**src/rtl/elastic_fifo.sv**
```systemverilog
// elastic_fifo: valid/ready token FIFO with NUM_SLOTS entries (any count 1..64).
//
// Ports
//   clk         sole clock, rising edge
//   rst         synchronous active-high reset; clears pointers and occupancy
//   ins         upstream token data
//   ins_valid   upstream token present
//   ins_ready   FIFO can accept a token this cycle (not full)
//   outs        head token data
//   outs_valid  head token present
//   outs_ready  downstream accepts the head token this cycle
//
// Configuration
//   ELASTIC_FIFO_BYPASS_EN  when defined, an empty FIFO is transparent: ins and
//                           ins_valid drive outs and outs_valid combinationally,
//                           and a token taken downstream in the same cycle is
//                           never stored. Undefined (default), the minimum
//                           latency is one cycle and there is no path from the
//                           input side to the output side.
module elastic_fifo #(
  parameter int unsigned DATA_WIDTH = 32,
  parameter int unsigned NUM_SLOTS  = 4
) (
  input  logic                  clk,
  input  logic                  rst,
  input  logic [DATA_WIDTH-1:0] ins,
  input  logic                  ins_valid,
  output logic                  ins_ready,
  output logic [DATA_WIDTH-1:0] outs,
  output logic                  outs_valid,
  input  logic                  outs_ready
);

  localparam int unsigned PTR_W = (NUM_SLOTS > 1) ? $clog2(NUM_SLOTS) : 1;
  localparam int unsigned CNT_W = $clog2(NUM_SLOTS + 1);

  localparam logic [PTR_W-1:0] LAST_PTR = PTR_W'(NUM_SLOTS - 1);
  localparam logic [CNT_W-1:0] FULL_CNT = CNT_W'(NUM_SLOTS);

  logic [DATA_WIDTH-1:0] storage [NUM_SLOTS];
  logic [PTR_W-1:0]      head;
  logic [PTR_W-1:0]      tail;
  logic [CNT_W-1:0]      count;

  logic empty;
  logic full;
  logic enq;
  logic deq;

  // Pointer advance with explicit wrap, valid for non-power-of-two depths.
  function automatic logic [PTR_W-1:0] next_ptr(input logic [PTR_W-1:0] p);
    return (p == LAST_PTR) ? '0 : p + PTR_W'(1);
  endfunction

  assign empty = (count == '0);
  assign full  = (count == FULL_CNT);

  // Ready is a pure decode of occupancy; held high while in reset.
  assign ins_ready = rst | ~full;

`ifdef ELASTIC_FIFO_BYPASS_EN
  // Empty FIFO forwards the input side; a token consumed on the spot is not stored.
  logic pass;

  assign outs_valid = ~rst & (empty ? ins_valid : 1'b1);
  assign outs       = empty ? ins : storage[head];
  assign pass       = empty & ins_valid & outs_ready;
  assign deq        = ~rst & ~empty & outs_ready;
  assign enq        = ~rst & ins_valid & ~full & ~pass;
`else
  assign outs_valid = ~rst & ~empty;
  assign outs       = storage[head];
  assign deq        = outs_valid & outs_ready;
  assign enq        = ~rst & ins_valid & ~full;
`endif

  // Pointer and occupancy update; reset discards whatever is stored.
  always_ff @(posedge clk) begin
    if (rst) begin
      head  <= '0;
      tail  <= '0;
      count <= '0;
    end else begin
      if (enq) begin
        tail <= next_ptr(tail);
      end
      if (deq) begin
        head <= next_ptr(head);
      end
      if (enq && !deq) begin
        count <= count + CNT_W'(1);
      end else if (deq && !enq) begin
        count <= count - CNT_W'(1);
      end
    end
  end

  // Token storage; contents are intentionally left unreset.
  always_ff @(posedge clk) begin
    if (enq) begin
      storage[tail] <= ins;
    end
  end

endmodule
```
**config.mk**
```make
export PLATFORM = sky130hd
export DESIGN_NAME = elastic_fifo
export DESIGN_NICKNAME = d
export VERILOG_FILES = /design/src/rtl/elastic_fifo.sv
export SDC_FILE = /design/constraint.sdc
export NUM_CORES = 1
export LEC_CHECK = 0
export CELL_PAD_IN_SITES_DETAIL_PLACEMENT = 0
export CELL_PAD_IN_SITES_GLOBAL_PLACEMENT = 1
export CORE_MARGIN = 3
export CORE_UTILIZATION = 30
export CTS_BUF_LIST = sky130_fd_sc_hd__clkbuf_8
export CTS_CLUSTER_SIZE = 24
export DETAILED_ROUTE_END_ITERATION = 12
export PLACE_DENSITY_LB_ADDON = 0.1
export SETUP_SLACK_MARGIN = 0.05
export SYNTH_ARGS = -nofsm -noshare
export SYNTH_HDL_FRONTEND = slang
export SYNTH_SLANG_ARGS = --single-unit
```
**constraint.sdc**
```tcl
create_clock -name clk -period 2.64 [get_ports clk]
set_input_delay 0.66 -clock clk [delete_from_list [all_inputs] [get_ports clk]]
set_output_delay 0.66 -clock clk [all_outputs]
set_load 0.01 [all_outputs]
```
# Word level (Yosys, flattened, before mapping)
# Memory sizes are Yosys's and may differ from the RTL's. A register that Yosys moved wholly into a read port is not among the register bits.
# Cells that the tools add are included.
dict set report word_totals {
  regBits 7
  ram_bits 128
  word_cells 33
  n_memories 1
}
dict set report classes {
  add_sub_neg 4
  n_eq_ne 3
  mux 8
  bitwise_logic 8
  reduce_logical 6
}
# memory words word_bits rd rd_ports_with_merged_regs wr line
set mem_list {}
lappend mem_list {storage 4 32 1 1 1 40} ;# logic [DATA_WIDTH-1:0] storage [NUM_SLOTS];
# cell count
set ops {}
lappend ops {{$mux W2} 4}
lappend ops {{$mux W3} 2}
lappend ops {{$add A2 B1 Y2 const B} 2}
lappend ops {{$and A1 B1 Y1} 4}
lappend ops {{$eq A2 B2 Y1 const B} 2}
lappend ops {{$add A3 B1 Y3 const B} 1}
lappend ops {{$eq A3 B3 Y1 const B} 1}
lappend ops {{$logic_not A3 Y1} 1}
lappend ops {{$not A1 Y1} 3}
lappend ops {{$sub A3 B1 Y3 const B} 1}
lappend ops {{$logic_and A1 B1 Y1} 2}
lappend ops {{$logic_not A1 Y1} 2}
lappend ops {{$mux W1} 2}
lappend ops {{$reduce_bool A2 Y1} 1}
lappend ops {{$or A1 B1 Y1} 1}

# Depth between registers and ports, before layout
dict set report logic_depth {
  word_depth 7
  ltp_mapped 9
  depth_no_buf 9
}

# Least setup slack after synthesis
# No wires, ideal clock.
dict set report synth_path {
  path_kind {in2reg}
  from {input port rst}
  to {register count[2]}
  setup_time_ns 0.070
  t_arrival_ns 2.336
  required_ns 2.570
  setup_slack_ns 0.235
  stages 8
  path_buffers 1
  cell_sequence {buf_2 > nor3_1 > ha_1 > inv_1 > fa_1 > xor2_1 > or3_1 > a21oi_1}
}
dict set report synth_via {
  elab_chain_len 6
  word_cells_on_any_way 11
  classes_between {mux (1); bitwise (5); reduce/logical (5)}
}
# item line
set synth_lines {}
lappend synth_lines {{from (decl)} 25} ;# input logic rst,
lappend synth_lines {{$not A1 Y1 (*)} 74} ;# assign enq = ~rst & ins_valid & ~full;
lappend synth_lines {{$and A1 B1 Y1 (*) (2 in series)} 74}
lappend synth_lines {{named net enq} 47} ;# logic enq;
lappend synth_lines {{$logic_not A1 Y1} 92} ;# end else if (deq && !enq) begin
lappend synth_lines {{$logic_and A1 B1 Y1} 92}
lappend synth_lines {{$reduce_bool A2 Y1 (no source line)} n/a}
lappend synth_lines {{to (signal assigned)} 91} ;# count <= count + CNT_W'(1);
lappend synth_lines {{to (signal assigned)} 93} ;# count <= count - CNT_W'(1);
lappend synth_lines {{to (decl)} 43} ;# logic [CNT_W-1:0] count;
# The timed path passes the listed nets; every way through them passes the cells marked *.
# A chain may end at the register's enable or synchronous reset.

==> results.json <==
{
  "cp.required_ns": 1.98,
  "grt_max_degree": 22,
  "synth_cell_types": 24,
  "synthCells": 218,
  "setup_viol": 0,
  "synth_top_cell_area_share_pct": 74.60,
  "p_leak_nw": 2.248,
  "rr_startpoint": "count[0]",
  "worst_pin_slew_ns": 0.3394,
  "htree_levels": 4,
  "dr.pass1.iters": 4,
  "layout-drive-gt1-share_pct": 26.87,
  "synthToLayoutAreaGrowth_pct": 30.74,
  "stdcell_area_um2": 6736,
  "netlist_area_um2": 5152,
  "hold_buffers": 0,
  "powerDensity_nw_per_um2": 860.9,
  "p_clk_share_pct": 31.7,
  "yosysSeqAreaShare_pct": 78.10,
  "pin_count": 70,
  "worst-r2r-setup-slack_ns": 0.54,
  "power.internal_mw": 4.403,
  "crit_arrival_ns": 1.85,
  "fin_setup_tns_ns": 0,
  "wirelength_um": 9763,
  "critical_path.top_delay_family": "multiplexers",
  "dieArea_um2": 18780,
  "relSlewSlack_pct": 77.37,
  "clkLatencyLatePin_ns": 0.42,
  "period_share_pct": 95.01,
  "power.switching_mw": 1.396,
  "coreArea_um2": 16700,
  "worstSetupStartpointType": "flip-flop",
  "syn_avg_cell_area_um2": 23.64,
  "num_rows": 47,
  "drtIter0Drc": 143,
  "crit_fanout": 5,
  "cts_tree": "built",
  "ys_ff_latch": 137,
  "ant_nets": 0,
  "clock_path_buffers": 2,
  "final-hold-violation-count": 0,
  "worst-path-buf-inv": 2,
  "fin_nets": 365,
  "yosysMostFrequentCell": "edfxtp_1",
  "wl_met3_um": 580,
  "vias_per_cell": 4.375,
  "die_width_um": 137.1,
  "slowest_stage": "mux4_1",
  "antenna_found_initial": 0,
  "timing.rr.end": "count[2]",
  "worst-path-stages": 3,
  "drt-met1-wl_um": 4226,
  "min_path_type": "flip-flop to flip-flop",
  "fmax_mhz": 398.7,
  "setup.worst_path.end": "outs[9]",
  "floorplan.initialDensity_pct": 30.85,
  "synth.largest_area_cell": "edfxtp_1",
  "ys_async_sr_fraction_pct": 0,
  "sw_frac_of_total_pct": 24.07,
  "synth_commonest_cells": "edfxtp_1, mux4_2, dfxtp_1",
  "yosys_warnings": 0,
  "grt_pass1_vias": 2703,
  "synth_edf_count": 128,
  "cts_buffers": 17,
  "portBuffers": 69,
  "dpl-instance-area_um2": 6260,
  "post-route-min-period_ns": 2.508,
  "gp_congestion": 0.6291,
  "grt_pass1_wl_um": 15060,
  "max_stage_delay_ns": 0.60,
  "finalMaxSlewViolations": 0,
  "n_antenna_cell": 0,
  "rsz0062_at_grt": "true",
  "ctsRootBufferMaster": "clkbuf_8",
  "criticalPathCategory": "flip-flop to output port",
  "clock_skew_ns": 0.009492,
  "ff2ff_path_depth": 9,
  "die_h_um": 137.1,
  "power.share.sequential_pct": 44.7,
  "dpl.hpwl_um": 6009,
  "endpoint_kind": "output port",
  "ys.flop_type": "edfxtp_1",
  "synth_nets": 261,
  "combPwrFrac_pct": 23.6,
  "grt_use_total_pct": 11.24,
  "routedWlPerCell_um": 17.59,
  "clk_pin_slew_ns": 0.07,
  "top_layer": "met4",
  "synth_top_cells_by_area": "edfxtp_1, mux4_2, dfxtp_1",
  "clock_sinks": 137,
  "grt_overflow_total": 0,
  "crit_chain": "buf_12 > mux4_1 > dlygate4sd2_1",
  "status": "complete, no violations",
  "ir_drop_mv": 0.3551,
  "vias": 2428,
  "wl_met2_um": 4861,
  "maxCapViolations": 0,
  "drcViolationCount": 0
}
## routing by layer
metal / global-route usage (%) / vias up
met5: 0 / -
met1: 13.63 / 1250
met3: 4.522 / 7
met2: 18.04 / 57
met4: 4.324 / 0
li1: - / 1114
## how the worst min path moves through the flow
| stage | slack (ns) | endpoint | from | cells after the start |
|---|---|---|---|---|
| 2_1_floorplan | 0.47 | count[2] | count[2] | 2 |
| 3_3_place_gp | 0.49 | count[2] | count[2] | 2 |
| 3_5_place_dp | 0.50 | count[2] | count[2] | 2 |
| 4_1_cts | 0.51 | count[2] | count[2] | 2 |
| 5_1_grt | 0.56 | tail[1] | tail[1] | 2 |
| 6_report | 0.51 | count[2] | count[2] | 2 |
## metrics by stage
step           worst slack [ns]  util (%)  std cells  hold WS [ns]  power [mW]
4_1_cts                 0.05293     40.28        555        0.5141       5.905
5_1_grt                 0.03052     40.34        555        0.5621       6.123
3_3_place_gp            -0.1292     37.48        519        0.4895       4.067
6_report                 0.1319     40.34        555        0.5092       5.800
2_1_floorplan            0.2345         -        218        0.4654       3.440
3_5_place_dp            -0.1694     37.48        519        0.5034       4.063
## layout by cell type, fill, tap and decap left out, types with 4 or more instances in the layout
master           instances
and2_2                   4
clkdlybuf4s15_1         17
mux4_2                  30
buf_12                   9
dfxtp_1                  7
ha_1                     6
buf_4                   13
clkbuf_8                17
clkdlybuf4s50_1         35
edfxtp_1               128
dlygate4sd2_1           15
nor2_1                   4
bufinv_16                5
inv_1                   11
## power groups by stage
| stage | clock [mW] | sequential [mW] | combinational, mW |
|---|---|---|---|
| floorplan | 0 | 2.61 | 0.826 |
| global placement | 0 | 2.63 | 1.43 |
| detailed placement | 0 | 2.64 | 1.43 |
| CTS | 1.91 | 2.59 | 1.40 |
| global route | 2.01 | 2.61 | 1.51 |
| finish | 1.84 | 2.59 | 1.37 |
## logic make-up (layout without fill, tap and decap cells)
family | after synthesis | count (layout) | synth area share [%]
adder cells (fa/ha/maj) | 7 | 7 | 1.846
flip-flops | 137 | 137 | 78.10
AND/OR/NAND/NOR | 18 | 18 | 2.234
XOR/XNOR | 2 | 2 | 0.3400
multiplexers | 35 | 35 | 14.76
AO/OA/AOI/OAI | 6 | 6 | 0.5826
buffers and inverters | 13 | 130 | 2.137
## area by class of cell
| class | instances | area, µm² |
|---|---|---|
| fill | 1521 | 9965 |
| sequential | 137 | 4029 |
| multi-input combinational | 68 | 1023 |
| timing repair buffer | 93 | 962.2 |
| tap | 220 | 275.3 |
| clock buffer | 17 | 234.0 |
| clock inverter | 15 | 193.9 |
| inverter | 5 | 18.77 |
## state kept, by name, summed over array words and instances (netlist names), named ones only
register	cells
head	2
count	3
tail	2
storage	128
## what timing repair did
item | 4_1_cts | 5_1_grt
setup endpoints to repair | 34 | 19
setup buffers | 4 | 0
gates resized for setup | 40 | 18
## worst reg2reg max path: stages (launching register included)
cell and delay [ns]:
dfxtp_1 0.36, nor3_1 0.32, nor3b_2 0.09, inv_1 0.06, ha_1 0.16, inv_1 0.06, fa_1 0.37, xor2_1 0.18
or3_1 0.30, a21oi_1 0.13
(Power assumes the default switching activity.)
